$ cat src/rtl/dcm_freq_meter.sv
// dcm_freq_meter: measures the meas_clk period in clk cycles and decodes the dcm program code (period = 2^(k+1)).
// Define DCM_METER_TOL_EN to accept +/-1 cycle of period jitter. SYNC_STAGES must be >= 2.
module dcm_freq_meter #(
  parameter int unsigned SYNC_STAGES = 2,
  parameter int unsigned CNT_W       = 10,
  parameter int unsigned LOCK_CNT    = 2
) (
  input  logic             clk,
  input  logic             rst,
  input  logic             meas_clk,
  input  logic             clear,
  output logic [2:0]       code_out,
  output logic             locked,
  output logic             changed,
  output logic             err,
  output logic [CNT_W-1:0] period_out
);

  localparam int unsigned      MATCH_W   = $clog2(LOCK_CNT + 1);
  localparam int unsigned      NUM_CODES = 8;
  localparam logic [CNT_W-1:0] CNT_MAX   = '1;

  localparam logic [1:0] ST_IDLE    = 2'd0;
  localparam logic [1:0] ST_MEASURE = 2'd1;
  localparam logic [1:0] ST_LOCKED  = 2'd2;

  logic [SYNC_STAGES-1:0] sync;
  logic                   sync_prev;
  logic                   rise;
  logic [CNT_W-1:0]       cnt;

  logic [1:0]         state, state_nxt;
  logic [2:0]         cand, cand_nxt;
  logic [MATCH_W-1:0] match, match_nxt;
  logic [MATCH_W-1:0] new_match;
  logic               first_lock, first_nxt;
  logic [2:0]         code_nxt;
  logic               locked_nxt;
  logic               changed_nxt;
  logic               err_nxt;
  logic [CNT_W-1:0]   period_nxt;

  logic               dec_valid;
  logic [2:0]         dec_code;
  logic [CNT_W-1:0]   pow;

  // meas_clk is asynchronous: resynchronize, then detect the rising edge
  always_ff @(posedge clk or negedge rst) begin
    if (!rst) begin
      sync      <= '0;
      sync_prev <= 1'b0;
    end else begin
      sync      <= {sync[SYNC_STAGES-2:0], meas_clk};
      sync_prev <= sync[SYNC_STAGES-1];
    end
  end

  assign rise = sync[SYNC_STAGES-1] & ~sync_prev;

  // Period counter: restarts at 1 on each rise so the value seen at a rise equals the period
  always_ff @(posedge clk or negedge rst) begin
    if (!rst) begin
      cnt <= '0;
    end else if (rise) begin
      cnt <= CNT_W'(1);
    end else if (cnt != CNT_MAX) begin
      cnt <= cnt + CNT_W'(1);
    end
  end

  // Period decode; descending scan lets the lowest code win where tolerance windows overlap
  always_comb begin
    dec_valid = 1'b0;
    dec_code  = '0;
    pow       = '0;
    for (int k = int'(NUM_CODES) - 1; k >= 0; k--) begin
      pow = CNT_W'(32'd2 << k);
`ifdef DCM_METER_TOL_EN
      if ((cnt == pow) || (cnt == pow + CNT_W'(1)) || ((k > 0) && (cnt == pow - CNT_W'(1)))) begin
`else
      if (cnt == pow) begin
`endif
        dec_valid = 1'b1;
        dec_code  = 3'(k);
      end
    end
  end

  assign new_match = (dec_code == cand) ? (match + MATCH_W'(1)) : MATCH_W'(1);

  always_ff @(posedge clk or negedge rst) begin
    if (!rst) begin
      state      <= ST_IDLE;
      cand       <= '0;
      match      <= '0;
      first_lock <= 1'b1;
      code_out   <= '0;
      locked     <= 1'b0;
      changed    <= 1'b0;
      err        <= 1'b0;
      period_out <= '0;
    end else begin
      state      <= state_nxt;
      cand       <= cand_nxt;
      match      <= match_nxt;
      first_lock <= first_nxt;
      code_out   <= code_nxt;
      locked     <= locked_nxt;
      changed    <= changed_nxt;
      err        <= err_nxt;
      period_out <= period_nxt;
    end
  end

  // Next-state and output logic; clear beats a coincident rise, a rise beats timeout
  always_comb begin
    state_nxt   = state;
    cand_nxt    = cand;
    match_nxt   = match;
    first_nxt   = first_lock;
    code_nxt    = code_out;
    locked_nxt  = locked;
    changed_nxt = 1'b0;
    err_nxt     = err;
    period_nxt  = period_out;

    if (clear) begin
      state_nxt  = ST_IDLE;
      locked_nxt = 1'b0;
      err_nxt    = 1'b0;
      match_nxt  = '0;
      first_nxt  = 1'b1;
    end else if (rise) begin
      case (state)
        ST_IDLE: begin
          state_nxt = ST_MEASURE;
          match_nxt = '0;
        end
        ST_MEASURE: begin
          period_nxt = cnt;
          if (!dec_valid) begin
            err_nxt   = 1'b1;
            match_nxt = '0;
          end else begin
            cand_nxt  = dec_code;
            match_nxt = new_match;
            if (new_match >= MATCH_W'(LOCK_CNT)) begin
              state_nxt   = ST_LOCKED;
              locked_nxt  = 1'b1;
              code_nxt    = dec_code;
              changed_nxt = first_lock | (dec_code != code_out);
              first_nxt   = 1'b0;
            end
          end
        end
        ST_LOCKED: begin
          period_nxt = cnt;
          if (!dec_valid) begin
            err_nxt    = 1'b1;
            locked_nxt = 1'b0;
            match_nxt  = '0;
            state_nxt  = ST_MEASURE;
          end else if (dec_code != code_out) begin
            cand_nxt   = dec_code;
            match_nxt  = MATCH_W'(1);
            locked_nxt = 1'b0;
            state_nxt  = ST_MEASURE;
          end
        end
        default: begin
          state_nxt = ST_IDLE;
        end
      endcase
    end else if ((cnt == CNT_MAX) && (state != ST_IDLE)) begin
      err_nxt    = 1'b1;
      locked_nxt = 1'b0;
      state_nxt  = ST_IDLE;
    end
  end

endmodule

$ cat config.mk
export PLATFORM = sky130hd
export DESIGN_NAME = dcm_freq_meter
export DESIGN_NICKNAME = d
export VERILOG_FILES = /design/src/rtl/dcm_freq_meter.sv
export SDC_FILE = /design/constraint.sdc
export NUM_CORES = 1
export LEC_CHECK = 0
export BUFFER_PORTS_ARGS = -buffer_cell sky130_fd_sc_hd__buf_4
export CAP_MARGIN = 25
export CORE_AREA = 2 2 73 75
export DETAILED_ROUTE_END_ITERATION = 6
export DIE_AREA = 0 0 75 77
export PLACE_DENSITY = 0.6
export SLEW_MARGIN = 20
export SYNTH_ARGS = -nofsm -noshare
export SYNTH_HDL_FRONTEND = slang
export SYNTH_SLANG_ARGS = --single-unit
$ cat constraint.sdc
create_clock -name clk -period 3.62 [get_ports clk]
set_input_delay 0.905 -clock clk [delete_from_list [all_inputs] [get_ports clk]]
set_output_delay 0.905 -clock clk [all_outputs]
set_load 0.01 [all_outputs]
==> results.yml <==
global_route:
  grt_pass1_vias: 1467
  antenna_found_initial: 0
  grt_max_degree: 38
  grt_pass1_wl_microns: 7240
  grt_usage_pct: 16.4
  grt_overflow: 0
power:
  clkPwrFrac_pct: 26.3
  p_int_w: 0.000743
  total_power_w: 0.00110
  switching_share_pct: 32.6
  irDropWorstVdd_mv: 0.309
  power_frac_seq_pct: 47.9
  p_per_area_mw_per_mm2: 458
  p_switching_w: 0.000359
  p_comb_share_pct: 25.8
  cellLeakagePower_nw: 1.03
sta:
  slew_headroom_pct: 50.1
  period_minus_slack_ns: 2.92
  slew_violations: 0
  fin_crit_sh_pct: 80.7
  fmax_ghz: 0.342
  worst_slew_pin_slew_ns: 0.747
  fin_skew_ns: 0.00956
  worst_slack_ns: 0.700
  setup_viol: 0
  fin_setup_tns_ns: 0
  hold_viol: 0
  rsz0062_at_grt: "false"
setup_path:
  start_kind: "flop"
  reg2reg_to: "state[0]$_DFFE_PN0P_"
  worstPathRequired_ns: 3.77
  worstSetupEndpoint: "state[0]$_DFFE_PN0P_"
  endpoint_kind: "flop"
  critical_path.max_stage_delay_ns: 0.70
  arrival_ns: 3.07
  worstSetupPathType: "reg -> reg"
  crit_chain: "or4_4, nor4_2, nor2_2, xnor2_2, nor4b_2, or3_1, o211ai_1"
  cp-startpoint: "cnt[7]$_DFFE_PN0P_"
  rrSetupSlack_ns: 0.70
  cp_max_fo: 9
  r2r-start: "cnt[7]$_DFFE_PN0P_"
  r2r_cells: 7
  cp_slowest_cell: "nor4b_2"
finish:
  area_growth_pct: 11.8
  antenna_cells: 0
  drive_gt1_share_pct: 27.0
  final_area_sq_mm: 0.00241
  post-route-util_pct: 48.3
  final_nets: 225
cts:
  cts_resized: 0
  postCtsSetupBuffers: 0
  cts_buffers: 5
  clkSlewWorstSetupHoldPaths_ns: 0.07
  clock-sinks: 37
  hold_buffers: 0
  insertion_delay_ns: 0.29
  cts_tree: "built"
  htree_levels: 2
  clockBufferDepth: 2
  root_buffer: "clkbuf_8"
floorplanning:
  die_x_microns: 75
  die_area_sq_mm: 0.00578
  dieHeight_microns: 77
  boundaryPins: 20
  start_util_pct: 43.2
  rows: 26
  coreArea_sq_mm: 0.00498
outcome:
  status: "finished clean"
drt:
  drt_pre_antenna_iters: 4
  vias_per_cell: 5.27
  antenna_left: 0
  drt-total-wl_microns: 4110
  via_count: 1503
  drc_errors: 0
  wire_per_inst_microns: 14.4
  drt_iter0_markers: 50
placed_design:
  place_ws_ns: 0.722
  dp_hpwl_microns: 2920
  placed_cell_area_sq_mm: 0.00232
  place_congestion: 0.745
  numPortBuffers: 19
logic_synthesis:
  seq_area_frac_synth_pct: 43.1
  mappedNetlistArea_sq_mm: 0.00215
  synth_edf_count: 0
  synth-main-ff-cell: "dfrtp_1"
  synthArstFlopShare_pct: 100
  avgSynthCellArea_sq_um: 11.0
  synth_warnings: 0
  synth_nets: 206
  yosysUniqueCellTypes: 56
  syn_inst: 196
  ys_ff_latch: 37
min_path:
  hp-class: "reg -> reg"
flow_run:
  maxCapViolations: 0
==> cell usage after synthesis, drive strengths merged (2+ instances only) <==
master / instances / share of area [%]
or3: 6 / 1.8
nand4: 3 / 0.87
nand2b: 2 / 0.58
or4: 2 / 0.87
o31ai: 3 / 1.0
nor3: 3 / 0.70
xor2: 7 / 2.8
xnor2: 9 / 4.4
and3: 2 / 0.58
nor2: 16 / 3.0
dfrtp: 36 / 42
nor4: 4 / 2.7
a211oi: 3 / 1.3
o211ai: 6 / 2.1
nor4b: 3 / 1.5
o21a: 2 / 0.76
inv: 11 / 1.9
ha: 6 / 3.5
mux2: 12 / 6.6
mux2i: 5 / 2.3
nand2: 11 / 1.9
nor2b: 3 / 0.87
buf: 8 / 3.4
o21ai: 7 / 1.6
a21oi: 7 / 1.6
==> routing by layer <==
layer	vias up	track usage, %	wire length (microns)
met5	-	0	0
met4	0	5.89	72
met3	4	3.94	96
met2	15	23.2	1880
met1	741	24.1	2060
li1	743	-	-
==> per-stage QoR <==
stage          std cells  hold slack [ns]
3_5_place_dp         278            0.342
5_1_grt              285            0.371
3_3_place_gp         278            0.352
4_1_cts              285            0.367
6_report             285            0.362
2_1_floorplan        196            0.331
==> kinds of logic after synthesis <==
group	share of synthesized area [%]
and+or+nand+nor	18.7
AOI/OAI and AO/OA	13.0
DFF	43.1
buffers and inverters	5.52
muxes	8.95
xor gates and xnor gates	7.21
adders and majority gates	3.49
==> worst min path at each step <==
stage | to | slack, ns | cells after the start | start
after floorplan | sync[1]$_DFF_PN0_ | 0.33 | 0 | sync[0]$_DFF_PN0_
after global placement | sync[1]$_DFF_PN0_ | 0.35 | 0 | sync[0]$_DFF_PN0_
after detailed placement | sync[1]$_DFF_PN0_ | 0.34 | 0 | sync[0]$_DFF_PN0_
after CTS | sync[1]$_DFF_PN0_ | 0.37 | 0 | sync[0]$_DFF_PN0_
after global routing | sync[1]$_DFF_PN0_ | 0.37 | 0 | sync[0]$_DFF_PN0_
final | sync[1]$_DFF_PN0_ | 0.36 | 0 | sync[0]$_DFF_PN0_
==> critical path, delay by kind of cell (launching register included) <==
kind / cells / cell delay (ns)
simple gates: 5 / 2.05
flops: 1 / 0.49
xor+xnor: 1 / 0.17
compound gates: 1 / 0.08
==> layout make-up <==
type,count,area (sq um)
timing repair buffer,21,158
multi-input combinational,139,1110
fill,468,2570
tap,70,87.6
sequential,37,927
inverter,11,41.3
clock buffer,7,86.3
==> cells in the final DEF (no fill, tap or decap), types with 7 or more instances in the layout <==
cell	n
inv_1	11
nand2_1	11
dfrtp_1	36
nor2_1	14
buf_4	21
a21oi_1	7
xnor2_1	7
xor2_1	7
mux2_2	10
==> registers in the layout, indices dropped and copies added (netlist names) <==
| name | count |
|---|---|
| first_lock | 1 |
| sync_prev | 1 |
| changed | 1 |
| state | 2 |
| cand | 3 |
| locked | 1 |
| sync | 2 |
| cnt | 10 |
| err | 1 |
| period_out | 10 |
| match | 2 |
| code_out | 3 |
==> power by group through the flow <==
| stage | logic [W] | registers [W] | clock network [W] |
|---|---|---|---|
| 5_1_grt | 0.000322 | 0.000537 | 0.000324 |
| 6_report | 0.000285 | 0.000528 | 0.000290 |
| 4_1_cts | 0.000289 | 0.000528 | 0.000304 |
| 3_5_place_dp | 0.000286 | 0.000536 | 0 |
| 2_1_floorplan | 0.000251 | 0.000504 | 0 |
| 3_3_place_gp | 0.000285 | 0.000535 | 0 |
No activity file was read; power rests on OpenSTA's default activity.
